===== config.mk =====
export PLATFORM = sky130hd
export DESIGN_NAME = regex_stream_ctrl
export DESIGN_NICKNAME = d
export VERILOG_FILES = /design/src/rtl/regex_stream_ctrl.sv
export SDC_FILE = /design/constraint.sdc
export NUM_CORES = 1
export LEC_CHECK = 0
export BUFFER_PORTS_ARGS = -buffer_cell sky130_fd_sc_hd__clkbuf_2
export CAP_MARGIN = 40
export CELL_PAD_IN_SITES_DETAIL_PLACEMENT = 0
export CELL_PAD_IN_SITES_GLOBAL_PLACEMENT = 1
export CORE_MARGIN = 1
export CORE_UTILIZATION = 42
export DETAILED_ROUTE_END_ITERATION = 10
export PLACE_DENSITY = 0.86
export SLEW_MARGIN = 25
export SYNTH_ARGS = -nofsm -noshare
export SYNTH_HDL_FRONTEND = slang
export SYNTH_SLANG_ARGS = --single-unit

===== constraint.sdc =====
create_clock -name clk -period 2.3 [get_ports clk]
set_clock_uncertainty 0.15 [all_clocks]
set_input_delay 0.115 -clock clk [delete_from_list [all_inputs] [get_ports clk]]
set_output_delay 0.115 -clock clk [all_outputs]
set_load 0.02 [all_outputs]

===== src/rtl/regex_stream_ctrl.sv =====
// regex_stream_ctrl: framed word stream -> bit-serial regex engine sequencer with match statistics.
// Ports: clk/reset (async active-low); s_valid/s_ready/s_data/s_last/anchored stream input;
// eng_flush/eng_ce/eng_i/eng_c drive the engine, eng_o is its registered match output;
// match_pulse/match_count/overflow/found/first_pos/done report results.
// Define REGEX_CTRL_FIRST_POS_EN to build the first-match position capture; otherwise first_pos is 0.
module regex_stream_ctrl #(
    parameter int DATA_W = 8,
    parameter int CNT_W  = 16,
    parameter int POS_W  = 16
) (
    input  logic              clk,
    input  logic              reset,
    input  logic              s_valid,
    output logic              s_ready,
    input  logic [DATA_W-1:0] s_data,
    input  logic              s_last,
    input  logic              anchored,
    output logic              eng_flush,
    output logic              eng_ce,
    output logic              eng_i,
    output logic              eng_c,
    input  logic              eng_o,
    output logic              match_pulse,
    output logic [CNT_W-1:0]  match_count,
    output logic              overflow,
    output logic              found,
    output logic [POS_W-1:0]  first_pos,
    output logic              done
);
    localparam int BW = (DATA_W > 1) ? $clog2(DATA_W) : 1;
    localparam logic [2:0] IDLE  = 3'd0;
    localparam logic [2:0] FLUSH = 3'd1;
    localparam logic [2:0] SHIFT = 3'd2;
    localparam logic [2:0] WAIT  = 3'd3;
    localparam logic [2:0] TAIL  = 3'd4;
    localparam logic [2:0] DONE  = 3'd5;

    logic [2:0]        state_q, state_d;
    logic [DATA_W-1:0] shreg_q, shreg_d;
    logic              last_q, last_d, anch_q, anch_d;
    logic [BW-1:0]     bit_q, bit_d;
    logic [POS_W-1:0]  cnt_q, cnt_d;
    logic              ce_q;
    logic [CNT_W-1:0]  count_q, count_d;
    logic              ovf_q, ovf_d, found_q, found_d;
    logic              in_shift, last_bit;

    assign in_shift    = state_q == SHIFT;
    assign last_bit    = bit_q == BW'(DATA_W - 1);
    assign s_ready     = (state_q == IDLE) | (state_q == WAIT) | (in_shift & last_bit & ~last_q);
    assign eng_flush   = state_q == FLUSH;
    assign eng_ce      = eng_flush | in_shift;
    // Anchored streams offer the start token only with stream bit 0.
    assign eng_i       = in_shift & (~anch_q | (cnt_q == '0));
    assign eng_c       = in_shift & shreg_q[DATA_W-1];
    assign done        = state_q == DONE;
    // ce_q marks the cycle after an engine step, when eng_o reflects that step.
    assign match_pulse = ce_q & eng_o;
    assign match_count = count_q;
    assign overflow    = ovf_q;
    assign found       = found_q;

    always_comb begin
        state_d = state_q;
        shreg_d = shreg_q;
        last_d  = last_q;
        anch_d  = anch_q;
        bit_d   = bit_q;
        cnt_d   = cnt_q;
        case (state_q)
            IDLE: if (s_valid) begin
                state_d = FLUSH;
                shreg_d = s_data;
                last_d  = s_last;
                anch_d  = anchored;
            end
            FLUSH: begin
                state_d = SHIFT;
                bit_d   = '0;
                cnt_d   = '0;
            end
            SHIFT: begin
                shreg_d = shreg_q << 1;
                bit_d   = bit_q + 1'b1;
                cnt_d   = (&cnt_q) ? cnt_q : cnt_q + 1'b1;
                if (last_bit) begin
                    bit_d = '0;
                    if (last_q) state_d = TAIL;
                    else if (s_valid) begin
                        shreg_d = s_data;
                        last_d  = s_last;
                    end else state_d = WAIT;
                end
            end
            WAIT: if (s_valid) begin
                state_d = SHIFT;
                shreg_d = s_data;
                last_d  = s_last;
            end
            TAIL:    state_d = DONE;
            default: state_d = IDLE;
        endcase
    end

    always_comb begin
        count_d = eng_flush ? '0 : (match_pulse & ~&count_q) ? count_q + 1'b1 : count_q;
        ovf_d   = ~eng_flush & (ovf_q | (match_pulse & &count_q));
        found_d = ~eng_flush & (found_q | match_pulse);
    end

    always_ff @(posedge clk or negedge reset) begin
        if (!reset) begin
            state_q <= IDLE;
            shreg_q <= '0;
            last_q  <= 1'b0;
            anch_q  <= 1'b0;
            bit_q   <= '0;
            cnt_q   <= '0;
            ce_q    <= 1'b0;
            count_q <= '0;
            ovf_q   <= 1'b0;
            found_q <= 1'b0;
        end else begin
            state_q <= state_d;
            shreg_q <= shreg_d;
            last_q  <= last_d;
            anch_q  <= anch_d;
            bit_q   <= bit_d;
            cnt_q   <= cnt_d;
            ce_q    <= in_shift;
            count_q <= count_d;
            ovf_q   <= ovf_d;
            found_q <= found_d;
        end
    end

`ifdef REGEX_CTRL_FIRST_POS_EN
    logic [POS_W-1:0] pos_q, first_q;

    always_ff @(posedge clk or negedge reset) begin
        if (!reset) begin
            pos_q   <= '0;
            first_q <= '0;
        end else begin
            pos_q   <= eng_flush ? '0 : in_shift ? cnt_q : pos_q;
            first_q <= eng_flush ? '0 : (match_pulse & ~found_q) ? pos_q : first_q;
        end
    end

    assign first_pos = first_q;
`else
    assign first_pos = '0;
`endif
endmodule


# After elaboration in Yosys (flattened, before gate mapping)

Cells that the tools add are included.

Logic and storage cells: 79
Input port bits: 14
Bits in registers: 51

Equal/unequal tests: 12
Muxes and demuxes: 22
Reductions and logical operators: 14
$add $sub $neg: 3
Bitwise logic cells: 18

Operators by type and width:

| operator              | number |
|---|---|
| $mux 16               | 3 |
| $add 16x1->16 const B | 2 |
| $mux 8                | 4 |
| $pmux 16 s2           | 1 |
| $reduce_and 16->1     | 2 |
| $mux 3                | 6 |
| $logic_not 16->1      | 1 |
| $pmux 8 s2            | 1 |
| $pmux 3 s5            | 1 |
| $and 1x1->1           | 9 |
| $eq 3x3->1 const B    | 3 |
| $eq 3x2->1 const B    | 2 |
| $ne 2x2->1 const B    | 3 |
| $or 1x1->1            | 6 |
| $pmux 3 s2            | 1 |
| $reduce_and 2->1      | 3 |
| $reduce_bool 2->1     | 3 |
| $mux 1                | 4 |
| $ne 2x1->1 const B    | 2 |
| $reduce_and 4->1      | 1 |
| $add 3x1->3 const B   | 1 |
| $eq 3x1->1 const B    | 1 |
| $logic_not 3->1       | 1 |
| $ne 3x3->1 const B    | 1 |
| 5 further kinds       | 7 |

# Logic depth before layout (Yosys ltp)

Word-level depth: 5
Depth in mapped cells: 7
Gate-level depth less buffers: 6

# Least setup slack after synthesis

No wires, ideal clock.

Path kind: register to register
From: reg state_q[0]
To: reg cnt_q[13]
Stages on the path, launching flop included: 6
Path slack: 297 ps
Arrival time: 1713 ps
Cells stage by stage: dfrtp_1 or3b_1 or4_4 nor3_1 xnor2_1 nor2_2

Longest elaborated chain between the ends: 3

RTL lines:

| element                                                                 | RTL line | RTL |
|---|---|---|
| start, declared                                                         | 38       | `logic [2:0] state_q, state_d;` |
| start signal, assigned                                                  | 124      | `state_q <= state_d;` |
| $eq 3x2->1 / $eq 3x1->1 (equally long branches)                         | 70       | `case (state_q)` |
| $ne 2x2->1 (no source line) / $reduce_bool 2->1 (equally long branches) | --       |  |
| $reduce_and 2->1 (no source line)                                       | --       |  |
| end signal, assigned                                                    | 129      | `cnt_q <= cnt_d;` |
| end, declared                                                           | 42       | `logic [POS_W-1:0] cnt_q, cnt_d;` |

Several ways; a longest one is shown, not always the timed one.
A chain may end at the register's enable or synchronous reset.

# Final worst setup path

From: reg state_q[0]
To: out eng_ce

Longest elaborated chain between the ends: 2

RTL lines:

| element                                         | RTL line | RTL |
|---|---|---|
| $eq 3x1->1 / $eq 3x2->1 (equally long branches) | 51, 48   |  |
| $or 1x1->1 *                                    | 52       | `assign eng_ce = eng_flush \| in_shift;` |
| end, declared                                   | 19       | `output logic eng_ce,` |

Mark *: on every way between the ends. The rest lies on a longest branch, timed or not.

==> key figures <==
Synthesis
  – Post-synthesis register bit count: between 50 and 60
  – Area share of the largest cell type after synthesis: 45.8%
  – Netlist Area Pre-Place: 0.00279 mm²
  – Syn avg cell area: 9.33 µm²
  – Post-synthesis sequential area ratio: 45.8%
  – Fraction of registers with async set or reset after synthesis: between 90% and 100%
  – Prevailing post-synth register cell: dfrtp_1
  – Synth area leader: dfrtp_1
  – Synth Instances: 299
  – Area contributors post-synth: dfrtp_1 (46%), buf_4 (4.6%), nor2_1 (3.9%)
  – Library cells used by synthesis: 41
  – Synthesis Warnings: 0
  – EDFF count, synth: 0

Placed design
  – Port Buffers: 38
  – Pre-CTS setup slack: 0.132 ns
  – Post-DP HPWL: 4000 µm
  – Post-Place Cells: 414
  – Gp weighted congestion: 0.839

Die
  – Initial core utilization: 43.7%
  – Row Count: 29
  – Core Box Area: about 0.0064 mm²
  – IO Count: 55
  – Die width: between 80 and 90 µm
  – Die Height: around 83 µm
  – Die area: between 0.006 and 0.007 mm²

Global routing
  – Vias in the first global route: 2,163
  – Met3 GRT Util: under 10%
  – Gr usage total: 17.2%
  – Largest net degree at the start of global routing: 52
  – GRT busiest layer: met2
  – Initial antenna violation count: 0
  – First-pass GRT wire length: 9790 µm
  – M2 GR Usage: between 20% and 30%
  – Grt ovf: 0
  – GRT met1 Usage: 22.3%

CTS
  – Clk sinks: 51
  – Num CTS Buffers: 5
  – CTS tree: built
  – Setup Fix Bufs, Post-CTS: 0
  – Hold-fix buffers, CTS: 11
  – Clock Path Buffers: 2
  – Post-CTS Resized: 0
  – Clock slew at reported path FFs: 0.09 ns
  – # H-tree levels: 2
  – Clock root buffer: clkbuf_8
  – Clk_lat worst skew: about 0.30 ns

Setup path
  – R2r setup slk: approximately 0.24 ns
  – Arrival time worst endpoint: 1.86 ns
  – Worst R2R Path Depth: 6
  – Setup crit end kind: primary output
  – R2r startpoint: state_q[1]
  – Maximum net fanout on the critical path: 14
  – Crit path launch type: flip-flop
  – Worst reg2reg endpoint: shreg_q[5]
  – Critical path class: flip-flop to primary output
  – Required @ worst endpoint: roughly 2.0 ns

Layout
  – Antenna cells: 0
  – Post-route core utilization: 51.4%
  – Most common cell after layout, fill and taps aside: dfrtp_1
  – Area Growth Syn to Fin: 17.8%
  – Filler-free cell count of the finished design: 434
  – Ratio of cells with drive above 1 in the final layout: between 10% and 20%
  – Most frequent cells in the layout: dfrtp_1 (51), clkbuf_2 (38), nor2_1 (29), nand2_1 (22), nand3_1 (20)
  – Layout net count: 375

Timing
  – PnR worst setup slack: 0.180 ns
  – Fmax: about 470 MHz
  – Final Hold Fails: 0
  – Max Transition Viols Final: 0
  – Post-route minimum period: 2.12 ns
  – # setup viols final: 0
  – Worst slew margin: between 50% and 60%
  – Unrepaired setup endpoints after global routing: no
  – Final period util: 92.2%
  – Sum Neg Setup Slack: 0 ns
  – Slew @ Worst Pin: 0.632 ns

Min path
  – Min-delay src: s_valid
  – Hold path depth: 3
  – Hold Path Sink: last_q
  – Min-delay worst type: input port to flip-flop

Power and ir drop
  – Internal power: 2.09 mW
  – Combinational Power Share: 42.6%
  – Leak: 1.55 nW
  – Worst IR drop on VDD: 0.000759 V
  – Pwr/cell area: 1050 mW/mm²
  – Total power: about 3.4 mW
  – P_sw: ~1.4 mW
  – Switching part of the total power: 39.4%
  – Clock power frac: 18.5%
  – Sequential share of power: 38.8%

Job
  – Max cap viols: 0

Route
  – Via/cell ratio: 5.28
  – Via count: 2,293
  – Number of remaining DRC errors: 0
  – Initial drt markers: 73
  – Routed WL: 5580 µm
  – Antenna-violating nets left: 0
  – Routed length per instance: 12.9 µm
  – DRT Pass-1 Iters: 4

Outcome
  – Status: completed
## layer usage
layer | vias to the layer above | routed length [µm]
li1 | 1142 | -
met1 | 1095 | 2600
met2 | 52 | 2770
met3 | 4 | 189
met4 | 0 | 14
met5 | - | 0
## synthesized netlist by cell type (5+ instances only)
master / count
a21oi_1: 10
a31oi_1: 6
and2_1: 5
and4_1: 6
buf_4: 17
clkbuf_1: 5
dfrtp_1: 51
ha_1: 5
inv_1: 9
mux2i_1: 9
nand2_1: 22
nand3_1: 20
nand4_1: 12
nor2_1: 29
nor3_1: 11
o21ai_0: 16
xnor2_1: 10
xor2_1: 7
## worst max path at each step
stage	startpoint	end	cells after the start
floorplan	state_q[0]	cnt_q[13]	5
global placement	state_q[1]	shreg_q[2]	4
detailed placement	state_q[1]	shreg_q[3]	5
CTS	state_q[0]	eng_ce	5
global route	state_q[0]	eng_ce	5
finish	state_q[0]	eng_ce	5
## area by class of cell
| cell class | count | area [µm²] |
|---|---|---|
| Clock buffer | 6 | 82.6 |
| Multi-Input combinational cell | 227 | 1370 |
| Inverter | 9 | 33.8 |
| Sequential cell | 51 | 1280 |
| Fill cell | 614 | 3100 |
| Timing Repair Buffer | 62 | 395 |
| Tap cell | 77 | 96.3 |
| Clock inverter | 2 | 35.0 |
## sequential cells by signal, summed over array words and instances, names as in the netlist, 3 cells and up
signal,count
bit_q,3
cnt_q,16
match_count,16
shreg_q,8
state_q,3
## worst max-delay path: stages (launching register included)
cell and delay (ns):
dfrtp_1 0.38, or3b_1 0.43, inv_1 0.34, nor2_1 0.17, inv_1 0.08, clkbuf_2 0.16
## per-stage QoR
step                instance area, µm²  hold WS [ns]
floorplan                         2850        -0.331
CTS                               3280        0.0320
global route                      3290        0.0722
global placement                  3050         0.117
finish                            3290        0.0457
detailed placement                3050         0.123
## power groups by stage
stage               logic [mW]  clock network [mW]  registers, mW
global route              1.64               0.707           1.38
detailed placement        1.47                   0           1.35
finish                    1.47               0.639           1.34
global placement          1.42                   0           1.35
floorplan                 1.01                   0           1.38
CTS                       1.48               0.662           1.34
## cell families after synthesis
| logic type | after synthesis | share of synthesized area [%] |
|---|---|---|
| mux | 11 | 4.04 |
| xor+xnor | 17 | 5.34 |
| flops | 51 | 45.8 |
| buf+inv | 36 | 7.27 |
| simple gates | 126 | 23.3 |
| other cells | 1 | 0.134 |
| fa+ha+maj | 5 | 2.24 |
| compound gates | 52 | 11.9 |
(Power assumes the default switching activity.)
